**config.mk**
```make
export PLATFORM = sky130hd
export DESIGN_NAME = alarm_ringer
export DESIGN_NICKNAME = d
export VERILOG_FILES = /design/src/rtl/alarm_pkg.sv /design/src/rtl/alarm_tick_counter.sv /design/src/rtl/alarm_ringer.sv
export SDC_FILE = /design/constraint.sdc
export NUM_CORES = 1
export LEC_CHECK = 0
export ABC_AREA = 1
export CORE_UTILIZATION = 45
export CTS_CLUSTER_DIAMETER = 50
export DETAILED_ROUTE_END_ITERATION = 6
export PLACE_DENSITY = 0.72
export SLEW_MARGIN = 20
export SYNTH_ARGS = -nofsm -noshare
export SYNTH_HDL_FRONTEND = slang
export SYNTH_HIERARCHICAL = 1
export SYNTH_SLANG_ARGS = --single-unit
```
**constraint.sdc**
```tcl
create_clock -name clk_out -period 2 [get_ports clk_out]
set_clock_uncertainty 0.1 [all_clocks]
set_input_delay 0.4 -clock clk_out [delete_from_list [all_inputs] [get_ports clk_out]]
set_output_delay 0.4 -clock clk_out [all_outputs]
set_load 0.005 [all_outputs]
```
**src/rtl/alarm_pkg.sv**
```systemverilog
// alarm_pkg: shared state encoding, BCD digit widths and counter sizing helper.
package alarm_pkg;
  typedef enum logic [1:0] {
    IDLE    = 2'b00,
    RINGING = 2'b01,
    SNOOZE  = 2'b10
  } state_t;
  localparam int MIN_U_W = 4;
  localparam int MIN_T_W = 3;
  localparam int HR_U_W  = 4;
  localparam int HR_T_W  = 2;
  function automatic int cnt_w(input int modulus);
    return (modulus > 1) ? $clog2(modulus) : 1;
  endfunction
endpackage

```
**src/rtl/alarm_tick_counter.sv**
```systemverilog
// alarm_tick_counter: modulo counter with synchronous clear, count enable and terminal-count flag.
module alarm_tick_counter
  import alarm_pkg::*;
#(
  parameter int MODULUS = 60
) (
  input  logic clk_out,
  input  logic reset,
  input  logic clr,
  input  logic en,
  output logic tc
);
  localparam int W = cnt_w(MODULUS);
  logic [W-1:0] cnt;
  assign tc = (cnt == W'(MODULUS - 1));
  always_ff @(posedge clk_out or negedge reset) begin
    if (!reset) cnt <= '0;
    else if (clr) cnt <= '0;
    else if (en) cnt <= tc ? '0 : cnt + 1'b1;
  end
endmodule

```
**src/rtl/alarm_ringer.sv**
```systemverilog
// alarm_ringer: rings on a rising alarm-time match, with snooze, stop and auto-stop after RING_SECONDS.
module alarm_ringer
  import alarm_pkg::*;
#(
  parameter int RING_SECONDS   = 60,
  parameter int SNOOZE_MINUTES = 5
) (
  input  logic               clk_out,
  input  logic               reset,
  input  logic               sec_tick,
  input  logic               alarm_en,
  input  logic               btn_stop,
  input  logic               btn_snooze,
  input  logic [MIN_U_W-1:0] time_minutes_units,
  input  logic [MIN_T_W-1:0] time_minutes_tens,
  input  logic [HR_U_W-1:0]  time_hours_units,
  input  logic [HR_T_W-1:0]  time_hours_tens,
  input  logic [MIN_U_W-1:0] alarm_minutes_units,
  input  logic [MIN_T_W-1:0] alarm_minutes_tens,
  input  logic [HR_U_W-1:0]  alarm_hours_units,
  input  logic [HR_T_W-1:0]  alarm_hours_tens,
  output logic               buzzer,
  output logic               ringing,
  output logic               snoozing,
  output logic [1:0]         state
);
  localparam int SNOOZE_TICKS = SNOOZE_MINUTES * 60;
  state_t cur, nxt;
  logic match, match_q, trigger, beep, beep_nxt;
  logic ring_clr, ring_en, ring_tc, snz_clr, snz_en, snz_tc;
  assign match = alarm_en
              && time_minutes_units == alarm_minutes_units
              && time_minutes_tens  == alarm_minutes_tens
              && time_hours_units   == alarm_hours_units
              && time_hours_tens    == alarm_hours_tens;
  assign trigger = match && !match_q;
  assign state = cur;
  alarm_tick_counter #(.MODULUS(RING_SECONDS)) u_ring (
    .clk_out(clk_out), .reset(reset), .clr(ring_clr), .en(ring_en), .tc(ring_tc)
  );
  alarm_tick_counter #(.MODULUS(SNOOZE_TICKS)) u_snooze (
    .clk_out(clk_out), .reset(reset), .clr(snz_clr), .en(snz_en), .tc(snz_tc)
  );
  // Only events that matter in the current state compete; priority is stop-first.
  always_comb begin
    nxt      = cur;
    beep_nxt = beep;
    ring_clr = 1'b0;
    ring_en  = 1'b0;
    snz_clr  = 1'b0;
    snz_en   = 1'b0;
    case (cur)
      IDLE: if (trigger) begin
        nxt      = RINGING;
        ring_clr = 1'b1;
        beep_nxt = 1'b1;
      end
      RINGING: if (!alarm_en || btn_stop) nxt = IDLE;
      else if (btn_snooze) begin
        nxt     = SNOOZE;
        snz_clr = 1'b1;
      end else if (sec_tick) begin
        ring_en  = 1'b1;
        beep_nxt = !beep;
        nxt      = ring_tc ? IDLE : RINGING;
      end
      SNOOZE: if (!alarm_en || btn_stop) nxt = IDLE;
      else if (sec_tick) begin
        snz_en = 1'b1;
        if (snz_tc) begin
          nxt      = RINGING;
          ring_clr = 1'b1;
          beep_nxt = 1'b1;
        end
      end
      default: nxt = IDLE;
    endcase
  end
  always_ff @(posedge clk_out or negedge reset) begin
    if (!reset) begin
      cur      <= IDLE;
      match_q  <= 1'b1;
      beep     <= 1'b0;
      buzzer   <= 1'b0;
      ringing  <= 1'b0;
      snoozing <= 1'b0;
    end else begin
      cur      <= nxt;
      match_q  <= match;
      beep     <= beep_nxt;
      buzzer   <= beep_nxt && (nxt == RINGING);
      ringing  <= (nxt == RINGING);
      snoozing <= (nxt == SNOOZE);
    end
  end
endmodule

```
==> results.md <==
- GRT overflow: 0
- WL per Instance: about 10 um
- CTS max path bufs: 2
- Worst slew margin: 0.8039
- Crit path time final: 1.864 ns
- EDFF count, synth: 0
- Hold Crit Class: primary input to register
- Final net count: ~380
- Yosys cell types: 30
- Vias/cell: 4.628
- Initial antenna violation count: 0
- CTS Hold Bufs: 0
- DP Worst Slack: -0.2018 ns
- GRT Total Usage: 0.2110
- Top cell type's share of synthesized area: 0.3066
- Number of hold violations in the final report: 0
- Mapped Area: between 1500 and 2000 um2
- Mapped Nets: 300
- Boundary Pins: 37
- Max Cap Viol: 0
- Number of buffers created by CTS: 3
- Final core occ: 0.6917
- DR DRC count: 0
- Pwr dens: 396.1 nW/um2
- Port bufs: 36
- Crit end category: register
- Worst Path Arrival: between 1.5 and 2 ns
- Seq/Total Area, Yosys: 0.3219
- Inserted Diodes: 0
- Achievable frequency: between 500 and 600 MHz
- GRT Max-Usage Layer: met2
- CP Max Fanout: 4
- First-pass GRT wire length: 6.900 mm
- Dpl hpwl: 3.200 mm
- Outcome: complete, no violations
- Via count: between 1,500 and 2,000
- Crit start category: register
- Hold_ws: between 0.3 and 0.4 ns
- Mapped Avg Cell Area: 6.444 um2
- Most area-consuming cells after synthesis: dfrtp_1, nand2_1, inv_1
- Fraction of registers with async set/reset: 1.000
- P&R area growth vs syn: 47.74%
- Met2 Use GR: 0.3923
- CTS tree: done
- Initial core utilization: 0.4682
- DRT iter0 DRCs: 68
- Largest net degree at the start of global routing: 23
- Core box area: 3661 um2
- Skew-Pair Late Insertion Delay: about 0.26 ns
- GR Util met1: 0.2568
- Switch Pwr: about 0.27 mW
- Yosys warnings: 6
- Rows: 22
- Lkg Pwr: approximately 1.5 nW
- Met3 usage: 0.03804
- Root buf cell: clkbuf_8
- H-Tree Depth: 1
- Post-Syn Instances: ~270
- Final setup fails: 0
- Layout cells sized above 1: 0.2413
- Comb pwr share: 0.241
- Ys flop type: dfrtp_1
- CTS clock-pin slew for the worst setup and hold paths: around 0.08 ns
- Die Ht: ~64 um
- Vias in the first global route: 1,718
- Most common library cells after synthesis: nand2_1, inv_1, nor2_1
- #FFs+latches synth: 22
- DIE WIDTH: 63.72 um
- Die ar.: about 4100 um2
- Final period util: 0.9319
- Drt first pass iters: 4
- Register share of total power: 0.478
- Worst Path Required: 2.04 ns
- Clock power frac: 0.281
- Total wire length: roughly 4 mm
- # clock sinks: 22
- Internal: around 0.73 mW
- Kind of critical path: register to register
- Slew Viols, Final: 0
- Final Power: 1.003 mW
- Sw Ratio: 0.2674
- Detail Route Antenna Nets: 0
- Slew @ Worst Pin: 0.2942 ns
- Worst setup margin: roughly 0.14 ns
- Post-synth top area cell: dfrtp_1
- Placed Area: ~2400 um2
- Worst vdd ir: 418.1 uV
- Routability-driven placement congestion ratio: about 0.89
- Finished Cell Area: around 2500 um2
- Most common cell in the netlist: nand2_1
-- registers in the layout, indices dropped and copies added, names as in the netlist --
signal and cells:
match_q 1, u_ring/cnt 6, snoozing 1, state 2
beep 1, u_snooze/cnt 9, buzzer 1, ringing 1
-- critical path: stages, from the launching register on --
cell,delay (ns)
dfrtp_1,0.40
ha_2,0.20
nand2_1,0.06
nor2_2,0.10
nand2_2,0.07
inv_2,0.06
nand2_2,0.07
nor3_4,0.17
inv_2,0.06
nand2_2,0.07
nor2_1,0.07
nor2_1,0.14
nand3_1,0.08
nand2_1,0.07
nor2_1,0.04
-- path summary, 6_finish.rpt --
| check | from | endpoint | slack (ns) | cells after the start |
|---|---|---|---|---|
| worst max-delay path | u_snooze/cnt[1]$_DFFE_PN0P_ | u_ring/cnt[5]$_DFFE_PN0P_ | 0.14 | 14 |
| worst min-delay path | time_hours_units[0] | match_q$_DFF_PN1_ | 0.34 | 4 |
| worst max register to register | u_snooze/cnt[1]$_DFFE_PN0P_ | u_ring/cnt[5]$_DFFE_PN0P_ | 0.14 | 14 |
| worst min register to register | u_ring/cnt[1]$_DFFE_PN0P_ | u_ring/cnt[1]$_DFFE_PN0P_ | 0.45 | 2 |
| max in group asynchronous | reset | match_q$_DFF_PN1_ | 1.14 | 2 |
| min in group asynchronous | reset | u_snooze/cnt[8]$_DFFE_PN0P_ | 0.38 | 2 |
-- cells in the final DEF, fill, tap and decap left out, types with 3 or more instances in the layout --
cell / Yosys / routed
clkdlybuf4s50_1: 0 / 24
dlymetal6s2s_1: 0 / 12
nand4_1: 8 / 8
nor2_1: 37 / 35
nand3_1: 13 / 13
o21ai_0: 4 / 4
o21bai_1: 3 / 3
nor2_2: 7 / 9
buf_4: 0 / 38
dfrtp_1: 21 / 21
nand2_2: 4 / 8
a21oi_1: 3 / 3
nand3_2: 3 / 3
clkbuf_8: 0 / 3
inv_1: 47 / 45
inv_2: 8 / 10
nand2_1: 86 / 81
-- kinds of logic after synthesis --
| logic type | synth area share |
|---|---|
| compound gates | 0.07153 |
| simple gates | 0.4562 |
| fa+ha+maj | 0.01460 |
| xor+xnor | 0.01533 |
| buf+inv | 0.1204 |
| flops | 0.3219 |
-- metal layers --
layer  vias to the layer above  part of all wire
met3                         0             0.021
met5                         -                 0
li1                        978                 -
met1                       818              0.47
met4                         0                 0
met2                        18              0.51
-- metrics by stage --
stage          TNS (ns)  cells
2_1_floorplan         0    266
3_3_place_gp     -1.502    382
3_5_place_dp     -1.741    382
4_1_cts               0    386
5_1_grt        -0.09343    392
6_report              0    392
-- layout make-up --
cell class	instances	area (um2)
clock buffers	4	45.04
well taps	48	60.06
multi-input cells	189	993.5
inverters	55	206.4
flip-flops and latches	22	551.8
fillers	342	1129
repair buffers	74	675.6
-- power by group through the flow --
stage | clock, mW | combinational, mW | sequential, mW
after floorplan | 0 | 0.104 | 0.484
after CTS | 0.298 | 0.231 | 0.481
after global routing | 0.309 | 0.272 | 0.482
final | 0.282 | 0.242 | 0.479
after global placement | 0 | 0.225 | 0.489
after detailed placement | 0 | 0.230 | 0.490
-- what timing repair did --
item	in CTS	in global routing
setup buffers	0	6
gates resized for setup	0	25
setup endpoints to repair	0	6
No activity file was read; power rests on OpenSTA's default activity.
